[src/rtl/seg7_scan_capture_pkg.sv]
`default_nettype none
// ---------------------------------------------------------------------------
// seg7_scan_capture_pkg : segment patterns, special codes, FSM encodings
// Revision: 1.0
// ---------------------------------------------------------------------------
package seg7_scan_capture_pkg;

    // Active-low patterns, bit6=a ... bit0=g
    localparam logic [6:0] SEG_0     = 7'b0000001;
    localparam logic [6:0] SEG_1     = 7'b1001111;
    localparam logic [6:0] SEG_2     = 7'b0010010;
    localparam logic [6:0] SEG_3     = 7'b0000110;
    localparam logic [6:0] SEG_4     = 7'b1001100;
    localparam logic [6:0] SEG_5     = 7'b0100100;
    localparam logic [6:0] SEG_6     = 7'b0100000;
    localparam logic [6:0] SEG_7     = 7'b0001111;
    localparam logic [6:0] SEG_8     = 7'b0000000;
    localparam logic [6:0] SEG_9     = 7'b0000100;
    localparam logic [6:0] SEG_BLANK = 7'b1111111;

    localparam logic [3:0] CODE_BLANK   = 4'hE;
    localparam logic [3:0] CODE_ILLEGAL = 4'hF;

    localparam logic [1:0] ST_IDLE   = 2'd0;
    localparam logic [1:0] ST_SETTLE = 2'd1;
    localparam logic [1:0] ST_HOLD   = 2'd2;

endpackage
`default_nettype wire

[src/rtl/seg7_scan_capture_encoder.sv]
`default_nettype none
// ---------------------------------------------------------------------------
// seg7_pattern_encoder : active-low 7-segment pattern to BCD code + illegal flag
// Revision: 1.0
// ---------------------------------------------------------------------------
module seg7_pattern_encoder
    import seg7_scan_capture_pkg::*;
(
    input  logic [6:0] pattern,
    output logic [3:0] code,
    output logic       illegal
);

    always_comb begin
        code = CODE_ILLEGAL;
        case (pattern)
            SEG_0:     code = 4'd0;
            SEG_1:     code = 4'd1;
            SEG_2:     code = 4'd2;
            SEG_3:     code = 4'd3;
            SEG_4:     code = 4'd4;
            SEG_5:     code = 4'd5;
            SEG_6:     code = 4'd6;
            SEG_7:     code = 4'd7;
            SEG_8:     code = 4'd8;
            SEG_9:     code = 4'd9;
            SEG_BLANK: code = CODE_BLANK;
            default:   code = CODE_ILLEGAL;
        endcase
        illegal = (code == CODE_ILLEGAL);
    end

endmodule
`default_nettype wire

[src/rtl/seg7_scan_capture.sv]
`default_nettype none
// ---------------------------------------------------------------------------
// seg7_scan_capture : recovers BCD digits from a multiplexed active-low display
// Revision: 1.0
// ---------------------------------------------------------------------------
module seg7_scan_capture
    import seg7_scan_capture_pkg::*;
#(
    parameter int DIGITS     = 4,
    parameter int SETTLE     = 2,
    parameter int STABLE_CNT = 3,
    localparam int IDX_W     = (DIGITS > 1) ? $clog2(DIGITS) : 1
)(
    input  logic                  clk,
    input  logic                  rst_n,
    input  logic [6:0]            seg,
    input  logic [DIGITS-1:0]     an,
    input  logic                  err_clr,
    output logic [4*DIGITS-1:0]   bcd_out,
    output logic                  valid,
    output logic                  err,
    output logic [IDX_W-1:0]      err_digit
);

    localparam logic [DIGITS-1:0] ONE_D = DIGITS'(1);

    logic [DIGITS-1:0]   an_q;
    logic [DIGITS-1:0]   an_prev;
    logic [DIGITS-1:0]   an_low;
    logic                an_changed;
    logic                sel_legal;
    logic [IDX_W-1:0]    sel_idx;

    logic [1:0]          state;
    logic [1:0]          state_nxt;
    logic [3:0]          settle_cnt;
    logic [3:0]          settle_cnt_nxt;
    logic                sample;

    logic [3:0]          code;
    logic                code_illegal;

    logic [4*DIGITS-1:0] frame_buf;
    logic [4*DIGITS-1:0] prev_frame;
    logic [DIGITS-1:0]   cap_flags;
    logic [DIGITS-1:0]   cap_flags_nxt;
    logic                first_frame;
    logic [3:0]          match_cnt;
    logic [3:0]          match_nxt;
    logic                frame_done;
    logic                frame_has_ill;
    logic                do_update;

    seg7_pattern_encoder u_encoder (
        .pattern (seg),
        .code    (code),
        .illegal (code_illegal)
    );

    // A select is legal when exactly one enable is driven low.
    always_comb begin
        an_low     = ~an_q;
        an_changed = (an_q != an_prev);
        sel_legal  = (an_low != '0) && ((an_low & (an_low - ONE_D)) == '0);
        sel_idx    = '0;
        for (int i = 0; i < DIGITS; i++) begin
            if (!an_q[i]) sel_idx = IDX_W'(i);
        end
    end

    always_ff @(posedge clk or negedge rst_n) begin
        if (!rst_n) begin
            an_q       <= '1;
            an_prev    <= '1;
            state      <= ST_IDLE;
            settle_cnt <= 4'd0;
        end else begin
            an_q       <= an;
            an_prev    <= an_q;
            state      <= state_nxt;
            settle_cnt <= settle_cnt_nxt;
        end
    end

    always_comb begin
        state_nxt      = state;
        settle_cnt_nxt = settle_cnt;
        case (state)
            ST_IDLE: begin
                if (sel_legal) begin
                    state_nxt      = ST_SETTLE;
                    settle_cnt_nxt = 4'd1;
                end
            end
            ST_SETTLE: begin
                if (an_changed) begin
                    settle_cnt_nxt = 4'd1;
                    state_nxt      = sel_legal ? ST_SETTLE : ST_IDLE;
                end else if (settle_cnt == 4'(SETTLE)) begin
                    state_nxt = ST_HOLD;
                end else begin
                    settle_cnt_nxt = settle_cnt + 4'd1;
                end
            end
            ST_HOLD: begin
                if (an_changed) begin
                    settle_cnt_nxt = 4'd1;
                    state_nxt      = sel_legal ? ST_SETTLE : ST_IDLE;
                end
            end
            default: state_nxt = ST_IDLE;
        endcase
    end

    always_comb begin
        sample = (state == ST_SETTLE) && !an_changed && (settle_cnt == 4'(SETTLE));
    end

    // Frame bookkeeping: a sample landing on the completion edge still sets its flag.
    always_comb begin
        frame_done    = &cap_flags;
        cap_flags_nxt = frame_done ? '0 : cap_flags;
        if (sample) cap_flags_nxt[sel_idx] = 1'b1;

        frame_has_ill = 1'b0;
        for (int i = 0; i < DIGITS; i++) begin
            if (frame_buf[4*i +: 4] == CODE_ILLEGAL) frame_has_ill = 1'b1;
        end

        if (first_frame || (frame_buf != prev_frame)) begin
            match_nxt = 4'd1;
        end else if (match_cnt == 4'd15) begin
            match_nxt = 4'd15;
        end else begin
            match_nxt = match_cnt + 4'd1;
        end

        do_update = (match_nxt == 4'(STABLE_CNT)) && !frame_has_ill && (frame_buf != bcd_out);
    end

    always_ff @(posedge clk or negedge rst_n) begin
        if (!rst_n) begin
            frame_buf   <= '0;
            prev_frame  <= '0;
            cap_flags   <= '0;
            first_frame <= 1'b1;
            match_cnt   <= 4'd0;
            bcd_out     <= '0;
            valid       <= 1'b0;
            err         <= 1'b0;
            err_digit   <= '0;
        end else begin
            valid     <= 1'b0;
            cap_flags <= cap_flags_nxt;
            if (err_clr) err <= 1'b0;
            if (frame_done) begin
                match_cnt   <= match_nxt;
                prev_frame  <= frame_buf;
                first_frame <= 1'b0;
                if (do_update) begin
                    bcd_out <= frame_buf;
                    valid   <= 1'b1;
                end
            end
            // A new illegal sample takes priority over a coincident clear.
            if (sample) begin
                frame_buf[{sel_idx, 2'b00} +: 4] <= code;
                if (code_illegal) begin
                    err       <= 1'b1;
                    err_digit <= sel_idx;
                end
            end
        end
    end

endmodule
`default_nettype wire

[config.mk]
export PLATFORM = sky130hd
export DESIGN_NAME = seg7_scan_capture
export DESIGN_NICKNAME = d
export VERILOG_FILES = /design/src/rtl/seg7_scan_capture_pkg.sv /design/src/rtl/seg7_scan_capture_encoder.sv /design/src/rtl/seg7_scan_capture.sv
export SDC_FILE = /design/constraint.sdc
export NUM_CORES = 1
export LEC_CHECK = 0
export BUFFER_PORTS_ARGS = -buffer_cell sky130_fd_sc_hd__buf_2
export CORE_UTILIZATION = 48
export DETAILED_ROUTE_END_ITERATION = 8
export GPL_TIMING_DRIVEN = 0
export PLACE_DENSITY = 0.64
export SETUP_SLACK_MARGIN = 0.2
export SLEW_MARGIN = 40
export SYNTH_ARGS = -nofsm -noshare
export SYNTH_HDL_FRONTEND = slang
export SYNTH_SLANG_ARGS = --single-unit
export TNS_END_PERCENT = 20
[constraint.sdc]
create_clock -name clk -period 2.9 [get_ports clk]
set_input_delay 0.725 -clock clk [delete_from_list [all_inputs] [get_ports clk]]
set_output_delay 0.725 -clock clk [all_outputs]
set_load 0.01 [all_outputs]
# Word level (Yosys, flattened, before mapping)
# Index checks and enable logic that the tools add are counted.
# Widths: inputs -> output; s select.
[totals]
latch_bits = 0
regBits = 75
n_memories = 0
romBits = 0
ram_bits = 0
wordCells = 101
[classes]
multipliers = 0
addsub = 4
eq_ne = 27
div_mod_pow = 0
n_reduce_logical = 19
magnitude_cmp = 2
bitwise_logic = 3
mux = 31
shift = 2
[op_table]
columns = ["cell", "n"]
rows = [
  ["$pmux 4 s11", 1],
  ["$mux 4", 8],
  ["$ne 16x16->1", 2],
  ["$eq 4x4->1 const B", 6],
  ["$eq 7x7->1 const B", 3],
  ["$bwmux 16", 1],
  ["$shift 4x6->16 const A", 1],
  ["$shiftx 4x6->16", 1],
  ["$eq 7x3->1 const B", 2],
  ["$eq 7x6->1 const B", 2],
  ["$mux 1", 12],
  ["$mux 2", 6],
  ["$pmux 4 s3", 1],
  ["$add 4x1->4 const B", 2],
  ["$eq 4x2->1 const B", 2],
  ["$reduce_and 4->1", 2],
  ["$eq 7x1->1 const B", 1],
  ["$eq 7x4->1 const B", 1],
  ["$eq 7x5->1 const B", 1],
  ["$logic_not 7->1", 1],
  ["$logic_and 1x1->1", 6],
  ["$ne 3x3->1 const B", 2],
  ["$neg 4->6", 1],
  ["$pmux 2 s3", 1],
  ["other kinds (20)", 22],
]

# Depth between registers and ports, before layout
# Gate-level depths: netlist of run 1.
[depth]
word_depth = 10
mapped_depth = 8
ltp_nobuf = 8

# Modules after synthesis
# Synthesis of run 1 repeated with hierarchy kept, for this count alone.
[hier_totals]
cells_unflattened = 350
area_unflattened_um2 = 3829.9
[by_module_without_submodules]
columns = ["mod", "n_inst", "area_per_inst_um2", "seq_area_each_um2", "cells_per_inst"]
rows = [
  ["seg7_scan_capture", 1, 3592.2, 1888.1, 312],
  ["seg7_pattern_encoder", 1, 237.7, 0.0, 38],
]

# Worst setup path before layout of run 1
# No wires, ideal clock.
[synth_path]
path_type = "reg-to-reg"
startpoint = "register an_q[2]"
endpoint = "register frame_buf[6]"
stages_incl_launch_ff = 8
required_time_ps = 2822
arrival_time_ps = 2256
slack_ps = 566
cell_sequence = "dfstp_2 -> inv_1 -> o21ai_1 -> inv_1 -> ha_1 -> nand2_1 -> or4b_4 -> o2bb2ai_1"
[synth_via]
elab_chain_len = 5
[synth_rtl]
columns = ["item", "line", "text"]
rows = [
  ["start, declared", "seg7_scan_capture.sv:27", "logic [DIGITS-1:0] an_q;"],
  ["start signal, assigned", "seg7_scan_capture.sv:78", "an_q <= an;"],
  ["$mux 2 (*) (2 in series)", "seg7_scan_capture.sv:67", "if (!an_q[i]) sel_idx = IDX_W'(i);"],
  ["net sel_idx[0]", "seg7_scan_capture.sv:32", "logic [IDX_W-1:0] sel_idx;"],
  ["$neg 4->6 (*)", "seg7_scan_capture.sv:167", "frame_buf[{sel_idx, 2'b00} +: 4] <= code;"],
  ["$shiftx 4x6->16 / $shift 4x6->16 (equally long branches)", "seg7_scan_capture.sv:167", ""],
  ["$bwmux 16 (*)", "seg7_scan_capture.sv:167", ""],
  ["end signal, assigned by index", "seg7_scan_capture.sv:167", ""],
  ["end, declared", "seg7_scan_capture.sv:43", "logic [4*DIGITS-1:0] frame_buf;"],
]
# Mark *: on every way through the listed nets, which the timed path passes. The rest lies on a longest branch.
# A chain may end at the register's enable or synchronous reset.

# Worst setup path in the final report of run 1
# Same ends and word-level chain as after synthesis.

==> impl_results.md, run 1 <==
- Hold WC Path Type: primary input to asynchronous set/reset pin
- Average size of a mapped cell: 10.6 sq um
- Final setup fails: 0
- Final ANT Viol Nets: 0
- CTS tree: built
- Post-synth EDFFs: 0
- Initial drt markers: 159
- CP Capture Type: register
- CP Launch Type: register
- Total Routing Usage GR: 20.7%
- Setup TNS: 0 ns
- IO Pins: 34
- Final #Nets: 438
- Crit. Startpoint: an_q[2]
- Worst R2R Start: an_q[2]
- Worst path cell trace: inv_1 > o21ai_2 > inv_1 > ha_1 > nand2_1 > or4b_4 > o2bb2ai_1
- Worst path bufs/invs: 2
- Fill cells: 712
- WHS: 0.223 ns
- Worst-margin pin slew: 0.700 ns
- Crit path max-delay family: simple AND/OR/NAND/NOR gates
- CTS root buf: clkbuf_8
- Run status: complete, no violations
- Routed wire length: 8.04 mm
- Main synth FF type: dfrtp_1
- Sequential fraction of the synthesis area: 47.8%
- Largest net degree at the start of global routing: 53
- Skew-Pair Late Insertion Delay: 0.35 ns
- Vias per cell: 5.58
- Final min period: 2.48 ns
- Final Hold Fails: 0
- Setup WS pre-CTS: 0.187 ns
- Worst Setup Path Type: register to register
- WP data required: 3.17 ns
- Vias: 2909
- Cell mode on critical path: inv_1
- Core Area: 0.00785 sq mm
- Syn. warnings: 0
- Worst setup margin: 0.419 ns
- Peak fanout along the critical path: 10
- Synth unique cells: 60
- Overflow after GRT: 0
- Placed standard-cell area: 0.00426 sq mm
- RD Place Congestion: 0.829
- TritonCTS Buffers: 9
- Post-Syn Area: 0.00395 sq mm
- Drt pass-1 iters: 4
- Remaining DRCs: 0
- Clock Path Buffers: 2
- Leakage power: 2.13 nW
- Synthesized Nets: 396
- First-pass GRT wire length: 13.7 mm
- CP max-delay cell: dfstp_2
- Worst Skew: 0.0109 ns
- Initial antenna violation count: 0
- Max Fclk: 403 MHz
- Die ar.: 0.00860 sq mm
- Post-DP HPWL: 5.75 mm
- Avg WL per Cell: 15.4 um
- Slowest stage delay, CP: 0.60 ns
- N_diodes: 0
- Max H-tree Level: 3
- Die Y: 92.7 um
- MaxCap Viol Count: 0
- Async SR Flop Fraction: 100%
- CP arrival: 2.75 ns
- Synthesis-stage register bit count: 75
- Syn-to-layout area delta: 12.9%
- Total design power: 2.03 mW
- Fin. max-slew vios: 0
- IO Port Bufs: 30
- RSZ-0062 raised after global routing: no
- Die width: 92.7 um
- Post-Syn Instances: 372
- CTS clock-pin slew for the worst setup and hold paths: 0.08 ns
- Final period utilization: 85.5%
- Clock sink count: 75
- Rel. slew slack: 53.0%
- Max VDD drop: 0.278 mV
- Initial Util: 50.3%
- Vias in the first global route: 2830
- Final Instance Area: 0.00446 sq mm
- # rows: 32
- Layout cell share with drive strength beyond 1: 21.7%
- Pwr per Cell Area: 455 mW/mm^2
## power by group
part	internal [mW]	switching, mW
registers	1.07	0.0158
logic	0.0581	0.0936
clock network	0.417	0.377
total	1.54	0.486
## cell usage after synthesis, types with 2 or more instances
master	count	area share, %
a21oi_1	8	1.0
a22o_1	4	0.89
a31oi_1	3	0.48
a32o_1	2	0.51
and2_1	3	0.48
and3_1	2	0.32
and4_1	2	0.44
and4b_1	2	0.51
buf_1	2	0.19
buf_2	3	0.38
buf_4	2	0.38
clkbuf_1	16	1.5
dfrtp_1	66	42
dfstp_2	9	6.0
ha_1	10	3.2
inv_1	7	0.67
mux2_2	9	2.6
mux2_4	10	3.8
nand2_1	70	6.7
nand3_1	9	1.1
nand3b_1	3	0.57
nand4_1	14	2.2
nand4b_1	2	0.44
nor2_1	11	1.0
nor2b_1	3	0.48
nor3_1	6	0.76
nor4b_1	2	0.44
nor4bb_1	2	0.51
o211ai_1	2	0.38
o21a_1	4	0.76
o21ai_0	6	0.76
o22ai_1	2	0.32
o2bb2ai_1	12	2.7
o32ai_1	2	0.44
or3_1	2	0.32
xnor2_1	28	6.2
xor2_1	9	2.0
## placed cells by master (no fill, tap or decap), drive strengths merged, types with 4 or more instances in the layout
cell / count
dfrtp: 66
nand3: 9
o2bb2ai: 12
a21oi: 8
xor2: 9
nor2: 11
ha: 10
mux2: 19
clkbuf: 27
o21a: 4
o21ai: 7
dfstp: 9
nand4: 14
inv: 7
nand2: 70
a22o: 4
buf: 39
xnor2: 28
nor3: 8
## registers in the layout, summed over array words and instances (netlist names)
register	count
an_prev	4
an_q	4
bcd_out	16
cap_flags	4
err	1
err_digit	2
first_frame	1
frame_buf	16
match_cnt	4
prev_frame	16
settle_cnt	4
state	2
valid	1
## layer usage
layer	wire length [um]	share of wire, %	GRT usage, %
met5	0	0	0
met4	131	1.6	6.79
met3	280	3.5	5.17
met1	3840	48	28.3
met2	3790	47	32.2
## final cells by class
cell class / count / area [sq um] / share of cell area (%)
Multi-Input combinational cell: 266 / 1930 / 43.3
Tap cell: 102 / 128 / 2.86
Timing Repair Buffer: 31 / 184 / 4.12
Clock inverter: 5 / 52.6 / 1.18
Inverter: 7 / 26.3 / 0.589
Sequential cell: 75 / 1890 / 42.3
Buffer: 24 / 109 / 2.44
Clock buffer: 11 / 141 / 3.17
## cell families after synthesis
| kind of cell | count (synthesis) | synth area share (%) |
|---|---|---|
| AND/OR/NAND/NOR | 144 | 20.0 |
| multiplexers | 20 | 6.62 |
| AO/OA/AOI/OAI | 55 | 10.8 |
| buffers and inverters | 31 | 3.42 |
| flip-flops | 75 | 47.8 |
| XOR/XNOR | 37 | 8.20 |
| adder cells (fa/ha/maj) | 10 | 3.17 |
## final timing paths
check	endpoint	slack [ns]	cells after the start
min reg2reg	an_prev[0]	0.39	0
min	bcd_out[5]	0.22	1
max	frame_buf[6]	0.42	7
min in group clk	an_prev[0]	0.39	0
max reg2reg	frame_buf[6]	0.42	7
max in group asynchronous	an_prev[1]	2.10	2
## what timing repair did
action,CTS,global route
setup buffers,0,0
resized for setup,1,0
endpoints found under the setup margin,4,0
hold buffers,0,0
## metrics by stage
| step | instances | utilization [%] |
|---|---|---|
| detailed placement | 505 | 54.3 |
| global placement | 504 | 53.9 |
| global route | 521 | 56.8 |
| floorplan | 372 | - |
| finish | 521 | 56.8 |
| CTS | 521 | 56.8 |
(Power assumes the default switching activity.)
==> run 2: changes to the inputs <==
Clock period 2.9 ns to 2.3 ns, I/O delays scaled along.
==> impl_results.md, run 2 (synthesized netlist as in run 1, its figures left out) <==
- Vias: 2913 (was 2909)
- Leakage power: 2.22 nW (was 2.13 nW)
- Reg-to-reg slack, setup: 0.14 ns (was 0.42 ns)
- Hold WC Path Type: primary input to asynchronous set/reset pin (unchanged)
- MaxCap Viol Count: 0 (unchanged)
- Vias per cell: 5.48 (was 5.58)
- Final #Nets: 449 (was 438)
- Peak fanout along the critical path: 7 (was 10)
- Run status: complete, no violations (unchanged)
- Post-DP HPWL: 5.79 mm (was 5.75 mm)
- # rows: 32 (unchanged)
- Clock Path Buffers: 2 (unchanged)
- # hold bufs at CTS: 0 (unchanged)
- RSZ-0062 raised after global routing: yes (was no)
- CP Capture Type: register (unchanged)
- IO Port Bufs: 30 (unchanged)
- Overflow after GRT: 0 (unchanged)
- CP arrival: 2.45 ns (was 2.75 ns)
- Fill cells: 706 (was 712)
- Fin. max-slew vios: 0 (unchanged)
- Drt pass-1 iters: 4 (unchanged)
- Core Area: 0.00785 sq mm (unchanged)
- Final period utilization: 94.0% (was 85.5%)
- Total Routing Usage GR: 21.5% (was 20.7%)
- Worst setup margin: 0.138 ns (was 0.419 ns)
- First-pass GRT wire length: 13.9 mm (was 13.7 mm)
- Final ANT Viol Nets: 0 (unchanged)
- CTS tree: built (unchanged)
- CP Launch Type: register (unchanged)
- Initial Util: 50.3% (unchanged)
- Worst Setup Path Type: register to register (unchanged)
- Vias in the first global route: 2721 (was 2830)
- Final setup fails: 0 (unchanged)
- WP data required: 2.59 ns (was 3.17 ns)
- Initial drt markers: 144 (was 159)
- Largest regs: bcd_out: 16 flops, frame_buf: 16 flops, prev_frame: 16 flops (unchanged)
- N_diodes: 0 (unchanged)
- Skew-Pair Late Insertion Delay: 0.37 ns (was 0.35 ns)
- Clock sink count: 75 (unchanged)
- Initial antenna violation count: 0 (unchanged)
- Most frequent cells in the layout: nand2_1 (70), dfrtp_1 (65), buf_2 (32) (was nand2_1 (70), dfrtp_1 (66), buf_2 (32))
- TritonCTS Buffers: 9 (unchanged)
- Die width: 92.7 um (unchanged)
- Final Hold Fails: 0 (unchanged)
- RD Place Congestion: 0.796 (was 0.829)
- CTS clock-pin slew for the worst setup and hold paths: 0.08 ns (about the same)
- Setup WS pre-CTS: -0.0847 ns (was 0.187 ns)
- Worst-margin pin slew: 0.724 ns (was 0.700 ns)
- Remaining DRCs: 0 (unchanged)
- Total design power: 2.72 mW (was 2.03 mW)
- Rel. slew slack: 51.4% (was 53.0%)
- Pwr per Cell Area: 578 mW/mm^2 (was 455 mW/mm^2)
- Placed standard-cell area: 0.00427 sq mm (was 0.00426 sq mm)
- IO Pins: 34 (unchanged)
- Layout cell share with drive strength beyond 1: 29.1% (was 21.7%)
- Max VDD drop: 0.368 mV (was 0.278 mV)
- Largest net degree at the start of global routing: 41 (was 53)
- WHS: 0.103 ns (was 0.223 ns)
- Worst Skew: 0.0152 ns (was 0.0109 ns)
- Final Instance Area: 0.00470 sq mm (was 0.00446 sq mm)
- Die ar.: 0.00860 sq mm (unchanged)
- Syn-to-layout area delta: 19.0% (was 12.9%)
- CTS root buf: clkbuf_8 (unchanged)
- Routed wire length: 8.53 mm (was 8.04 mm)
- Die Y: 92.7 um (unchanged)
- Avg WL per Cell: 16.0 um (was 15.4 um)
- Max H-tree Level: 3 (unchanged)
- Final min period: 2.16 ns (was 2.48 ns)
- Commonest non-fill, non-tap cell in the layout: nand2_1 (unchanged)
- Max Fclk: 462 MHz (was 403 MHz)
## run 2: path summary, 6_finish.rpt
kind                       startpoint            to  cells past startpoint
min reg2reg                   an_q[0]    an_prev[0]                      0
max in group asynchronous       rst_n    an_prev[3]                      2
max                           an_q[2]  frame_buf[5]                      7
max reg2reg                   an_q[2]  frame_buf[5]                      7
min in group clk                an[0]       an_q[0]                      1
min                             rst_n  match_cnt[3]                      1
## run 2: repair_timing
action / 4_1_cts / 5_1_grt
endpoints found under the setup margin: 25 / 25
gates resized for setup: 20 / 13
setup buffers: 7 / 4
pin swaps: 6 / 6
## run 2: power by group
part           switching [mW]  internal, mW  leakage (nW)
logic                   0.124        0.0855          1.18
clock network           0.528         0.617         0.106
registers              0.0204          1.34         0.931
total                   0.673          2.05          2.22
## run 2: final cells by class
cell class / count / area (sq um) / share of cell area (%)
multi-input combinational: 266 / 2020 / 43.0
inverter: 7 / 26.3 / 0.559
clock inverter: 7 / 101 / 2.16
clock buffer: 9 / 124 / 2.63
timing repair buffer: 42 / 267 / 5.67
buffer: 24 / 145 / 3.09
tap: 102 / 128 / 2.71
sequential: 75 / 1890 / 40.2
## run 2: through the flow
stage,setup TNS (ns),instances,util (%)
floorplan,0,372,-
global placement,-0.510,504,54.0
detailed placement,-0.860,505,54.4
CTS,0,528,58.8
global route,0,532,59.9
finish,0,532,59.9
## run 2: worst max-delay path, cell delays in order (launching register included)
cell       delay, ns
dfstp_2         0.60
buf_6           0.12
xor2_2          0.07
nor4_4          0.34
and2_1          0.20
buf_6           0.12
or4b_4          0.51
o2bb2ai_2       0.14
## run 2: per-layer routing
| metal | GRT usage [%] | up-vias | routed length (um) |
|---|---|---|---|
| li1 | - | 1416 | - |
| met1 | 29.1 | 1434 | 3930 |
| met2 | 33.5 | 53 | 4190 |
| met3 | 5.50 | 10 | 252 |
| met4 | 7.56 | 0 | 152 |
| met5 | 0 | - | 0 |
